`src/rtl/parking_occupancy_timer.sv`:
```
// parking_occupancy_timer: 4-slot car park occupancy tracker with per-slot
// mm:ss parking timers and an entry/exit gate controller. It feeds capacity,
// free slot, last session time and mode to the multiplexed display stage.
// Optional macro SYNC_INPUTS_EN puts the level inputs through 2-flop
// synchronizers before edge detection.
module parking_occupancy_timer #(
  parameter int TICKS_PER_SEC = 500,
  parameter int GATE_TICKS    = 1000
) (
  input  logic       clk_500Hz,
  input  logic       reset,
  input  logic       entry_sensor,
  input  logic       exit_req,
  input  logic [1:0] exit_slot,
  input  logic       mode_btn,
  output logic [2:0] capacity,
  output logic [1:0] empty_slot,
  output logic [5:0] minutes,
  output logic [5:0] seconds,
  output logic       mode,
  output logic       full,
  output logic       gate_open
);

  localparam int              TW        = $clog2(TICKS_PER_SEC);
  localparam logic [TW-1:0]   TICK_MAX  = TW'(TICKS_PER_SEC - 1);
  localparam logic [15:0]     GATE_LOAD = 16'(GATE_TICKS - 1);

  typedef enum logic [1:0] {S_IDLE, S_OPEN_IN, S_OPEN_OUT} gate_state_t;

  logic       w_entry_in, w_exit_in, w_mode_in;
  logic [1:0] w_slot_in;

`ifdef SYNC_INPUTS_EN
  logic [4:0] r_sync1, r_sync2;

  // Two-flop synchronizer; exit_slot travels with exit_req so they stay aligned
  always_ff @(posedge clk_500Hz or posedge reset) begin
    if (reset) begin
      r_sync1 <= '0;
      r_sync2 <= '0;
    end else begin
      r_sync1 <= {mode_btn, exit_slot, exit_req, entry_sensor};
      r_sync2 <= r_sync1;
    end
  end
  assign {w_mode_in, w_slot_in, w_exit_in, w_entry_in} = r_sync2;
`else
  assign {w_mode_in, w_slot_in, w_exit_in, w_entry_in} =
         {mode_btn, exit_slot, exit_req, entry_sensor};
`endif

  logic r_entry_prev, r_exit_prev, r_mode_prev;
  logic w_entry_rq, w_exit_rq, w_mode_rq;

  // Previous-value history for rising-edge detection
  always_ff @(posedge clk_500Hz or posedge reset) begin
    if (reset) begin
      r_entry_prev <= 1'b0;
      r_exit_prev  <= 1'b0;
      r_mode_prev  <= 1'b0;
    end else begin
      r_entry_prev <= w_entry_in;
      r_exit_prev  <= w_exit_in;
      r_mode_prev  <= w_mode_in;
    end
  end

  assign w_entry_rq = w_entry_in & ~r_entry_prev;
  assign w_exit_rq  = w_exit_in  & ~r_exit_prev;
  assign w_mode_rq  = w_mode_in  & ~r_mode_prev;

  logic [TW-1:0] r_tick_cnt;
  logic          w_sec_tick;

  // One-second prescaler; the pulse is the last count of each period
  always_ff @(posedge clk_500Hz or posedge reset) begin
    if (reset)                  r_tick_cnt <= '0;
    else if (r_tick_cnt == TICK_MAX) r_tick_cnt <= '0;
    else                        r_tick_cnt <= r_tick_cnt + 1'b1;
  end

  assign w_sec_tick = (r_tick_cnt == TICK_MAX);

  logic [3:0]  r_occupied;
  logic [5:0]  r_tmin [4];
  logic [5:0]  r_tsec [4];
  logic [2:0]  w_free_cnt;
  logic [1:0]  w_free_idx;
  logic        w_any_free;

  // Free-slot count and lowest free index from the live occupancy map
  always_comb begin
    w_free_cnt = '0;
    w_free_idx = '0;
    w_any_free = 1'b0;
    for (int i = 3; i >= 0; i--) begin
      if (!r_occupied[i]) begin
        w_free_cnt = w_free_cnt + 3'd1;
        w_free_idx = 2'(i);
        w_any_free = 1'b1;
      end
    end
  end

  logic [2:0] r_capacity;
  logic [1:0] r_empty_slot;

  // Display-facing occupancy summary, one cycle behind the occupancy map
  always_ff @(posedge clk_500Hz or posedge reset) begin
    if (reset) begin
      r_capacity   <= 3'd4;
      r_empty_slot <= 2'd0;
    end else begin
      r_capacity   <= w_free_cnt;
      r_empty_slot <= w_free_idx;
    end
  end

  gate_state_t r_state;
  logic [15:0] r_gate_cnt;
  logic        r_gate_open;
  logic [5:0]  r_minutes, r_seconds;
  logic        r_mode;

  // Slot timers, gate FSM, occupancy and session readout; a gate action on a
  // slot overrides that slot's tick update (later NBA wins)
  always_ff @(posedge clk_500Hz or posedge reset) begin
    if (reset) begin
      r_occupied  <= '0;
      for (int i = 0; i < 4; i++) begin
        r_tmin[i] <= '0;
        r_tsec[i] <= '0;
      end
      r_state     <= S_IDLE;
      r_gate_cnt  <= '0;
      r_gate_open <= 1'b0;
      r_minutes   <= '0;
      r_seconds   <= '0;
      r_mode      <= 1'b0;
    end else begin
      if (w_mode_rq) r_mode <= ~r_mode;

      if (w_sec_tick) begin
        for (int i = 0; i < 4; i++) begin
          if (r_occupied[i] && !(r_tmin[i] == 6'd59 && r_tsec[i] == 6'd59)) begin
            if (r_tsec[i] == 6'd59) begin
              r_tsec[i] <= 6'd0;
              r_tmin[i] <= r_tmin[i] + 6'd1;
            end else begin
              r_tsec[i] <= r_tsec[i] + 6'd1;
            end
          end
        end
      end

      case (r_state)
        S_IDLE: begin
          // An exit request claims the cycle; a coincident entry is dropped
          if (w_exit_rq) begin
            if (r_occupied[w_slot_in]) begin
              r_minutes             <= r_tmin[w_slot_in];
              r_seconds             <= r_tsec[w_slot_in];
              r_occupied[w_slot_in] <= 1'b0;
              r_tmin[w_slot_in]     <= '0;
              r_tsec[w_slot_in]     <= '0;
              r_state               <= S_OPEN_OUT;
              r_gate_cnt            <= GATE_LOAD;
              r_gate_open           <= 1'b1;
            end
          end else if (w_entry_rq && w_any_free) begin
            r_occupied[w_free_idx] <= 1'b1;
            r_tmin[w_free_idx]     <= '0;
            r_tsec[w_free_idx]     <= '0;
            r_state                <= S_OPEN_IN;
            r_gate_cnt             <= GATE_LOAD;
            r_gate_open            <= 1'b1;
          end
        end
        default: begin
          if (r_gate_cnt == 16'd0) begin
            r_state     <= S_IDLE;
            r_gate_open <= 1'b0;
          end else begin
            r_gate_cnt  <= r_gate_cnt - 16'd1;
          end
        end
      endcase
    end
  end

  assign capacity   = r_capacity;
  assign empty_slot = r_empty_slot;
  assign full       = (r_capacity == 3'd0);
  assign minutes    = r_minutes;
  assign seconds    = r_seconds;
  assign mode       = r_mode;
  assign gate_open  = r_gate_open;

endmodule

```
`config.mk`:
```
export PLATFORM = sky130hd
export DESIGN_NAME = parking_occupancy_timer
export DESIGN_NICKNAME = d
export VERILOG_FILES = /design/src/rtl/parking_occupancy_timer.sv
export SDC_FILE = /design/constraint.sdc
export NUM_CORES = 1
export LEC_CHECK = 0
export CAP_MARGIN = 15
export CORE_ASPECT_RATIO = 1.5
export CORE_MARGIN = 2
export CORE_UTILIZATION = 28
export CTS_CLUSTER_DIAMETER = 40
export CTS_CLUSTER_SIZE = 12
export DETAILED_ROUTE_END_ITERATION = 7
export PLACE_DENSITY = 0.42
export SYNTH_ARGS = -nofsm -noshare
export SYNTH_HDL_FRONTEND = slang
export SYNTH_SLANG_ARGS = --single-unit
```
`constraint.sdc`:
```
create_clock -name clk_500Hz -period 3.7 [get_ports clk_500Hz]
set_clock_uncertainty 0.2 [all_clocks]
set_input_delay 0.74 -clock clk_500Hz [delete_from_list [all_inputs] [get_ports clk_500Hz]]
set_output_delay 0.74 -clock clk_500Hz [all_outputs]
set_load 0.02 [all_outputs]
```
# [Word level (Yosys, flattened, before mapping)]
# Index checks and enable logic that the tools add are counted.
[classes] mul=0 muxes=73 bitwise_logic=18 div_mod_pow=0 shifts=0 add_sub_neg=13 magnitude_cmp=8 reduce_logical=26 n_eq_ne=13
[ops] cell="2-to-1 mux 24 bit" n=10
[ops] cell="2-to-1 mux 6 bit" n=22
[ops] cell="bitwise AND 24 bit" n=4
[ops] cell="2-to-1 mux 16 bit" n=5
[ops] cell="adder 6 x 1 -> 6 bit (second input constant)" n=8
[ops] cell="== test 6 bit (second input constant)" n=8
[ops] cell="inverter 24 bit" n=2
[ops] cell="binary-select mux 6 bit (select 2 bit)" n=2
[ops] cell="demux 6 bit (select 2 bit)" n=2
[ops] cell="2-to-1 mux 2 bit" n=9
[ops] cell="zero test 16 bit" n=1
[ops] cell="subtractor 16 x 1 -> 16 bit (second input constant)" n=1
[ops] cell="logical AND 1 bit" n=13
[ops] cell="2-to-1 mux 1 bit" n=13
[ops] cell="2-to-1 mux 4 bit" n=3
[ops] cell="AND reduction 3 bit" n=4
[ops] cell="adder 3 x 1 -> 3 bit (second input constant)" n=3
[ops] cell="adder 9 x 1 -> 9 bit (second input constant)" n=1
[ops] cell="== test 9 bit (second input constant)" n=1
[ops] cell="2-to-1 mux 3 bit" n=3
[ops] cell="2-to-1 mux 9 bit" n=1
[ops] cell="greater-or-equal comparator 3 bit (second input constant)" n=2
[ops] cell="< comparator 2 x 3 -> 1 bit (second input constant)" n=2
[ops] cell="< comparator 3 x 1 -> 1 bit (second input constant)" n=2
[ops] cell="15 further kinds" n=29
[totals] regBits=101 n_memories=0 latchBits=0 elab_cells=172 output_inout_bits=20 mem_bits_ro=0 ram_bits=0 input_bits=7

# [Longest topological paths before layout]
# Gate-level depths: netlist (run 1).
[logic_depth] depth_word=14 ltp_mapped=7 mapped_depth_nobuf=7

# [Worst setup path before layout (run 1)]
# OpenSTA, ideal clock, no wires.
[synth_timing] path_type="input-to-reg" startpoint="input port exit_slot[1]" endpoint="register r_minutes[5] (netlist: minutes[5])" slack_ns=1.130 arrival_ns=2.245 path_stages=5 setup_time_ns=0.125 required_ns=3.375 path_cell_list="buf_2 > mux4_2 > nand2_1 > buf_2 > mux2_2"
[synth_between] elab_chain_len=4
[synth_lines] element="from (decl)" line="14" rtl="input logic [1:0] exit_slot,"
[synth_lines] element="inverter 2 -> 3 bit (implied by the code)" line="162" rtl="r_minutes <= r_tmin[w_slot_in];"
[synth_lines] element="binary-select mux 6 bit (select 2 bit)" line="162"
[synth_lines] element="2-to-1 mux 6 bit (implied by the code) (2 in a row)" line="162"
[synth_lines] element="to (signal assigned)" line="162"
[synth_lines] element="to (decl)" line="123" rtl="logic [5:0] r_minutes, r_seconds;"
# Several ways; a longest one is shown, not always the timed one. The select of a mux whose other input is x is not followed.
# A chain may end at the register's enable or synchronous reset.

# [Final worst setup path (run 1)]
[layout_timing] startpoint="input port exit_slot[1]" endpoint="register r_occupied[3]"
[layout_between] elab_chain_len=8
[layout_lines] element="< comparator 2 x 3 -> 1 bit (implied by the code) / greater-or-equal comparator 2 x 1 -> 1 bit (equally long branches)" line="164" rtl="r_occupied[w_slot_in] <= 1'b0;"
[layout_lines] element="logical AND 1 bit (implied by the code)" line="164"
[layout_lines] element="2-to-1 mux 1 bit (implied by the code)" line="164"
[layout_lines] element="demux 1 bit (select 2 bit)" line="164"
[layout_lines] element="inverter 4 bit (no source line)"
[layout_lines] element="bitwise AND 4 bit (no source line)"
[layout_lines] element="2-to-1 mux 4 bit" line="161" rtl="if (r_occupied[w_slot_in]) begin"
[layout_lines] element="2-to-1 mux 4 bit" line="160" rtl="if (w_exit_rq) begin"
[layout_lines] element="to (signal assigned)" line="130" rtl="r_occupied <= '0;"
[layout_lines] element="to (signal, indexed assignment)" line="164"
[layout_lines] element="to (signal, indexed assignment)" line="172" rtl="r_occupied[w_free_idx] <= 1'b1;"
[layout_lines] element="to (decl)" line="85" rtl="logic [3:0] r_occupied;"
# Several ways; a longest one is shown, not always the timed one. The select of a mux whose other input is x is not followed.

==> impl_metrics.json, run 1 <==
{
  "status": "finished, final reports clean",
  "setup_viol": 0,
  "wl_met2_mm": 6.97,
  "crit_start": "exit_slot[1]",
  "syn-num-nets": 526,
  "drv_cap": 0,
  "nets": 557,
  "grt_pass1_wl_mm": 21.1,
  "ios": 27,
  "antenna_found_initial": 0,
  "min_period_ns": 2.76,
  "powerDensity_nw_per_um2": 378,
  "r2r_setup_slack_ns": 1.24,
  "fin_crit_sh_pct": 74.5,
  "endpoint_kind": "register",
  "relSlewSlack_pct": 55.9,
  "timing.rr.end": "r_gate_cnt[13]",
  "arrival_ns": 2.79,
  "grt_usage_pct": 14.1,
  "grt_overflow": 0,
  "cts_sinks": 101,
  "seq_area_sq_um": 2530,
  "cts_setup_buffers": 0,
  "cp-endpoint": "r_occupied[3]",
  "top_layer_used": "met4",
  "leakage_nw": 2.40,
  "worstRegToRegCells": 5,
  "final_cell_mix": "100 x dfrtp_1, 64 x nor2_1, 40 x nand2_1, 31 x nand4_1, 28 x xor2_1",
  "ys_ff_latch": 101,
  "yosysUniqueCellTypes": 48,
  "power_mw": 2.33,
  "hold_class": "register to register",
  "place.port_buffers": 26,
  "startpoint_type": "primary input",
  "synth_cells": 504,
  "ys.warnings.count": 0,
  "core_area_sq_um": 18500,
  "drtIter0Drc": 187,
  "fin_setup_tns_ns": 0,
  "rows": 61,
  "ant_nets": 0,
  "first_pass_iters": 6,
  "cts.htree.levels": 3,
  "route.vias.total": 3846,
  "crit_fanout": 11,
  "vias_per_cell": 4.86,
  "syn-cell-area_sq_um": 5260,
  "initial_core_util_pct": 28.5,
  "fillers": 1905,
  "die_width_um": 116,
  "multiInputGateArea_sq_um": 2640,
  "worst_ep_required_time_ns": 3.73,
  "wl_met3_um": 302,
  "drc": 0,
  "slew_viol_final": 0,
  "avgSynthCellArea_sq_um": 10.4,
  "routedWlPerCell_um": 16.8,
  "grt_max_degree": 47,
  "finalWeightedCongestion": 0.819,
  "final_common_cell": "dfrtp_1",
  "grt_pass1_vias": 3910,
  "wl_mm": 13.3,
  "hold_viol": 0,
  "n_antenna_cell": 0,
  "dp_hpwl_mm": 9.86,
  "layout-drive-gt1-share_pct": 12.4,
  "cts-root-buf": "clkbuf_16",
  "ir_drop_mv": 0.184,
  "syn_to_final_growth_pct": 17.3,
  "die_area_sq_um": 19900,
  "crit_type": "primary input to register",
  "m1WireLength_mm": 5.63,
  "yosysSeqAreaShare_pct": 48.1,
  "tightest_slew_ns": 0.652,
  "fmax_mhz": 363,
  "tritoncts": "yes",
  "hold_buffers": 0,
  "ctsResizeCount": 0,
  "die_h_um": 172,
  "clk_latency_ns": 0.35,
  "clockBufferDepth": 2,
  "cts_buffers": 9,
  "path_clk_slew_ns": 0.07,
  "rsz0062_at_grt": "false",
  "rr_startpoint": "r_gate_cnt[2]"
}
[cells in the mapped netlist, drive strengths merged]
cell     count  area [sq um]
a31oi        2          12.5
o32ai        2          25.0
inv          8          30.0
mux4        13           293
xnor2       13           114
o2111ai      2          17.5
or4          2          20.0
a22oi        3          22.5
ha          15           188
nand3b       2          15.0
mux2i       11           110
o22ai        1          6.26
nand4       31           194
and4         3          26.3
buf          4          20.0
a211o        1          8.76
or3b         1          8.76
nor2b        3          18.8
nand2       40           150
dfstp        1          26.3
and3        12          75.1
nand2b       6          37.5
o31a         1          8.76
nand4b       4          35.0
dfrtp      100          2500
nand3       18          90.1
or3         10          67.6
o21ai       18          90.1
mux2        13           146
clkbuf      12          45.0
nor3        10          50.1
nor4         4          25.0
and2        10          62.6
a21boi       1          7.51
and4bb       1          12.5
xor2        28           245
o31ai        6          45.0
or2          6          40.0
nor2        64           240
a21oi       19          95.1
a2bb2oi      1          8.76
nor4b        2          23.8
[worst min path at each step]
| stage | start | to | slack, ns | depth (start not counted) |
|---|---|---|---|---|
| final | mode | mode | 0.27 | 1 |
| after global routing | mode | mode | 0.30 | 1 |
| after CTS | r_tick_cnt[8] | r_tick_cnt[8] | 0.28 | 1 |
| after detailed placement | r_tick_cnt[8] | r_tick_cnt[8] | 0.27 | 1 |
| after global placement | mode | mode | 0.26 | 1 |
| after floorplan | r_tick_cnt[8] | r_tick_cnt[8] | 0.24 | 1 |
[final cells by class]
type                            instances  area share [%]
Clock buffer                           10            3.87
Timing Repair Buffer                   36            5.64
Multi-Input combinational cell        379            42.7
Inverter                                8           0.527
Tap cell                              252            5.11
Clock inverter                          6            1.12
Sequential cell                       101            41.0
[report_power, final]
| part | switching (mW) | internal (mW) |
|---|---|---|
| registers | 0.0383 | 1.14 |
| clock network | 0.447 | 0.548 |
| logic | 0.0852 | 0.0757 |
| total | 0.571 | 1.76 |
[through the flow]
| step | util, % | setup WS, ns | area (sq um) | instances | hold WS [ns] |
|---|---|---|---|---|---|
| 6_report | 33.4 | 0.943 | 6170 | 792 | 0.274 |
| 5_1_grt | 33.4 | 0.692 | 6170 | 792 | 0.299 |
| 4_1_cts | 33.4 | 0.910 | 6170 | 792 | 0.281 |
| 3_5_place_dp | 31.7 | 0.515 | 5860 | 776 | 0.265 |
| 3_3_place_gp | 31.7 | 0.589 | 5860 | 776 | 0.259 |
| 2_1_floorplan | - | 0.115 | 5260 | 504 | 0.241 |
[sequential cells by signal, summed over array words and instances, names as in the netlist]
register	cells
r_entry_prev	1
r_tick_cnt	9
r_state	2
capacity	3
r_occupied	4
empty_slot	2
minutes	6
r_gate_cnt	16
gate_open	1
r_exit_prev	1
mode	1
r_tsec	24
r_mode_prev	1
r_tmin	24
seconds	6
[worst max-delay path, cell delays in order]
cell,delay (ns)
clkdlybuf4s50_1,0.56
mux4_2,0.53
nand2_1,0.28
nand2_1,0.33
a31oi_1,0.28
a21oi_1,0.06
[metal layers]
layer | vias up | GRT usage [%]
li1 | 1883 | -
met1 | 1896 | 16.6
met2 | 49 | 24.9
met3 | 18 | 2.10
met4 | 0 | 6.94
met5 | - | 0
[cells by family after synthesis]
family                   synth area share (%)
AND/OR/NAND/NOR                          22.7
buffers and inverters                    1.81
adder cells (fa/ha/maj)                  3.57
multiplexers                             10.4
XOR/XNOR                                 6.83
flip-flops                               48.1
AO/OA/AOI/OAI                            6.61
(Power assumes the default switching activity.)
==> run 2, diff against run 1 <==
Settings changed: PLACE_DENSITY 0.42 to 0.4.
Clock period 3.7 ns to 2.6 ns, I/O delays scaled along.
==> run 2 against run 1 <==
Effect of this change: clock power grew 38%; register-to-register slack lost 1.1 ns; via count is 2.9% higher; flip-flop and latch count is the same; total power increased by 41%; critical endpoint is now r_gate_cnt[13].
==> impl_metrics.json, run 2 (synthesized netlist as in run 1, its figures left out) <==
{
  "status": "finished, final reports clean",
  "cts-root-buf": "clkbuf_16",
  "die_h_um": 172,
  "path_clk_slew_ns": 0.06,
  "core_area_sq_um": 18500,
  "cts_buffers": 9,
  "n_antenna_cell": 0,
  "vias_per_cell": 4.92,
  "stdcell_area_sq_um": 6270,
  "rows": 61,
  "cp-endpoint": "r_gate_cnt[13]",
  "power_mw": 3.28,
  "arrival_ns": 2.54,
  "max_stage_delay_ns": 0.55,
  "nets": 570,
  "crit_fanout": 4,
  "routedWlPerCell_um": 17.5,
  "timing.rr.end": "r_gate_cnt[13]",
  "place.port_buffers": 26,
  "r2r_setup_slack_ns": 0.14,
  "hold_class": "register to register",
  "worst_ep_required_time_ns": 2.67,
  "fillers": 1944,
  "cts.htree.levels": 3,
  "startpoint_type": "register",
  "tritoncts": "yes",
  "grtUsageMet1_pct": 17.1,
  "leakage_nw": 2.47,
  "clockBufferDepth": 2,
  "crit_path_top_delay_cell": "or4_4",
  "grt_pass1_wl_mm": 23.0,
  "biggestRegsByFlops": "r_tmin (24), r_tsec (24), r_gate_cnt (16)",
  "grt.met3_usage_pct": 2.56,
  "powerDensity_nw_per_um2": 524,
  "fin_util_pct": 33.9,
  "setup_viol": 0,
  "hold_buffers": 0,
  "ctsResizeCount": 0,
  "clk_latency_ns": 0.35,
  "placedInstanceArea_sq_um": 5970,
  "slew_viol_final": 0,
  "first_pass_iters": 4,
  "final_cell_mix": "100 x dfrtp_1, 64 x nor2_1, 40 x nand2_1, 31 x nand4_1, 28 x xor2_1",
  "instances_no_fill": 804,
  "ios": 27,
  "die_width_um": 116,
  "grt_max_degree": 102,
  "layout-drive-gt1-share_pct": 13.8,
  "route.vias.total": 3958,
  "drtIter0Drc": 212,
  "finalWeightedCongestion": 0.772,
  "crit_type": "register to register",
  "gr-usage-met2_pct": 28.9,
  "wl_mm": 14.1,
  "fin_crit_sh_pct": 94.7,
  "fmax_mhz": 406,
  "grt.busiest_layer": "met2",
  "initial_core_util_pct": 28.5,
  "dp.cells": 789,
  "setup_slack_ns": 0.137,
  "grt_usage_pct": 15.3,
  "relSlewSlack_pct": 61.1,
  "dp_hpwl_mm": 10.5,
  "whs_ns": 0.274,
  "crit_start": "r_gate_cnt[3]",
  "cts_setup_buffers": 0,
  "cp_cell_sequence": "or4_4, or2_4, or3_4, nor4_1, mux2i_1",
  "ir_drop_mv": 0.271,
  "place_ws_ns": 0.00959,
  "worstRegToRegCells": 5,
  "drv_cap": 0,
  "tightest_slew_ns": 0.578,
  "endpoint_kind": "register",
  "syn_to_final_growth_pct": 19.1,
  "min_period_ns": 2.46,
  "fin_setup_tns_ns": 0,
  "final_common_cell": "dfrtp_1",
  "die_area_sq_um": 19900,
  "grt_pass1_vias": 4132,
  "drc": 0,
  "hold_viol": 0,
  "grt_overflow": 0,
  "rr_startpoint": "r_gate_cnt[3]",
  "rsz0062_at_grt": "false",
  "ant_nets": 0,
  "antenna_found_initial": 0,
  "cts_sinks": 101
}
==> run 2: power breakdown <==
part           switching, mW  leakage (nW)  total [mW]  internal [mW]
combinational          0.119          1.20       0.229          0.109
sequential            0.0647          1.12        1.68           1.62
clock                  0.578         0.143        1.37          0.796
==> run 2: worst min path at each step <==
| stage | startpoint | endpoint | cells past startpoint |
|---|---|---|---|
| floorplan | r_tick_cnt[8] | r_tick_cnt[8] | 1 |
| global placement | mode | mode | 1 |
| detailed placement | r_tick_cnt[0] | r_tick_cnt[0] | 1 |
| CTS | r_tick_cnt[0] | r_tick_cnt[0] | 1 |
| global route | mode | mode | 1 |
| finish | r_tick_cnt[0] | r_tick_cnt[0] | 1 |
==> run 2: layer usage <==
layer / wire length [um] / part of all wire (%) / up-vias
met4: 367 / 2.6 / 0
met3: 354 / 2.5 / 23
met5: 0 / 0 / -
met1: 5470 / 39 / 1982
li1: - / - / 1895
met2: 7910 / 56 / 58
==> run 2: worst max-delay path, delay by kind of cell (launching register included) <==
kind | cells | cell delay, ns
simple gates | 4 | 1.55
flops | 1 | 0.42
mux | 1 | 0.22
==> run 2: layout make-up <==
type / instances / area, sq um / share of cell area, %
multi-input combinational: 379 / 2640 / 42.1
sequential: 101 / 2530 / 40.4
timing repair buffer: 49 / 458 / 7.31
tap: 252 / 315 / 5.03
clock buffer: 14 / 264 / 4.21
inverter: 8 / 33.8 / 0.539
clock inverter: 1 / 30.0 / 0.479
==> run 3, diff against run 2 <==
--- a/constraint.sdc
+++ b/constraint.sdc
@@ -4,2 +4,2 @@
 set_output_delay 0.52 -clock clk_500Hz [all_outputs]
-set_load 0.02 [all_outputs]
+set_load 0.05 [all_outputs]
==> results of run 3 <==
Same layout as run 2 (identical final DEF). Status: finished, final reports clean.
Main changes from that run: total power 3.28 mW -> 3.31 mW
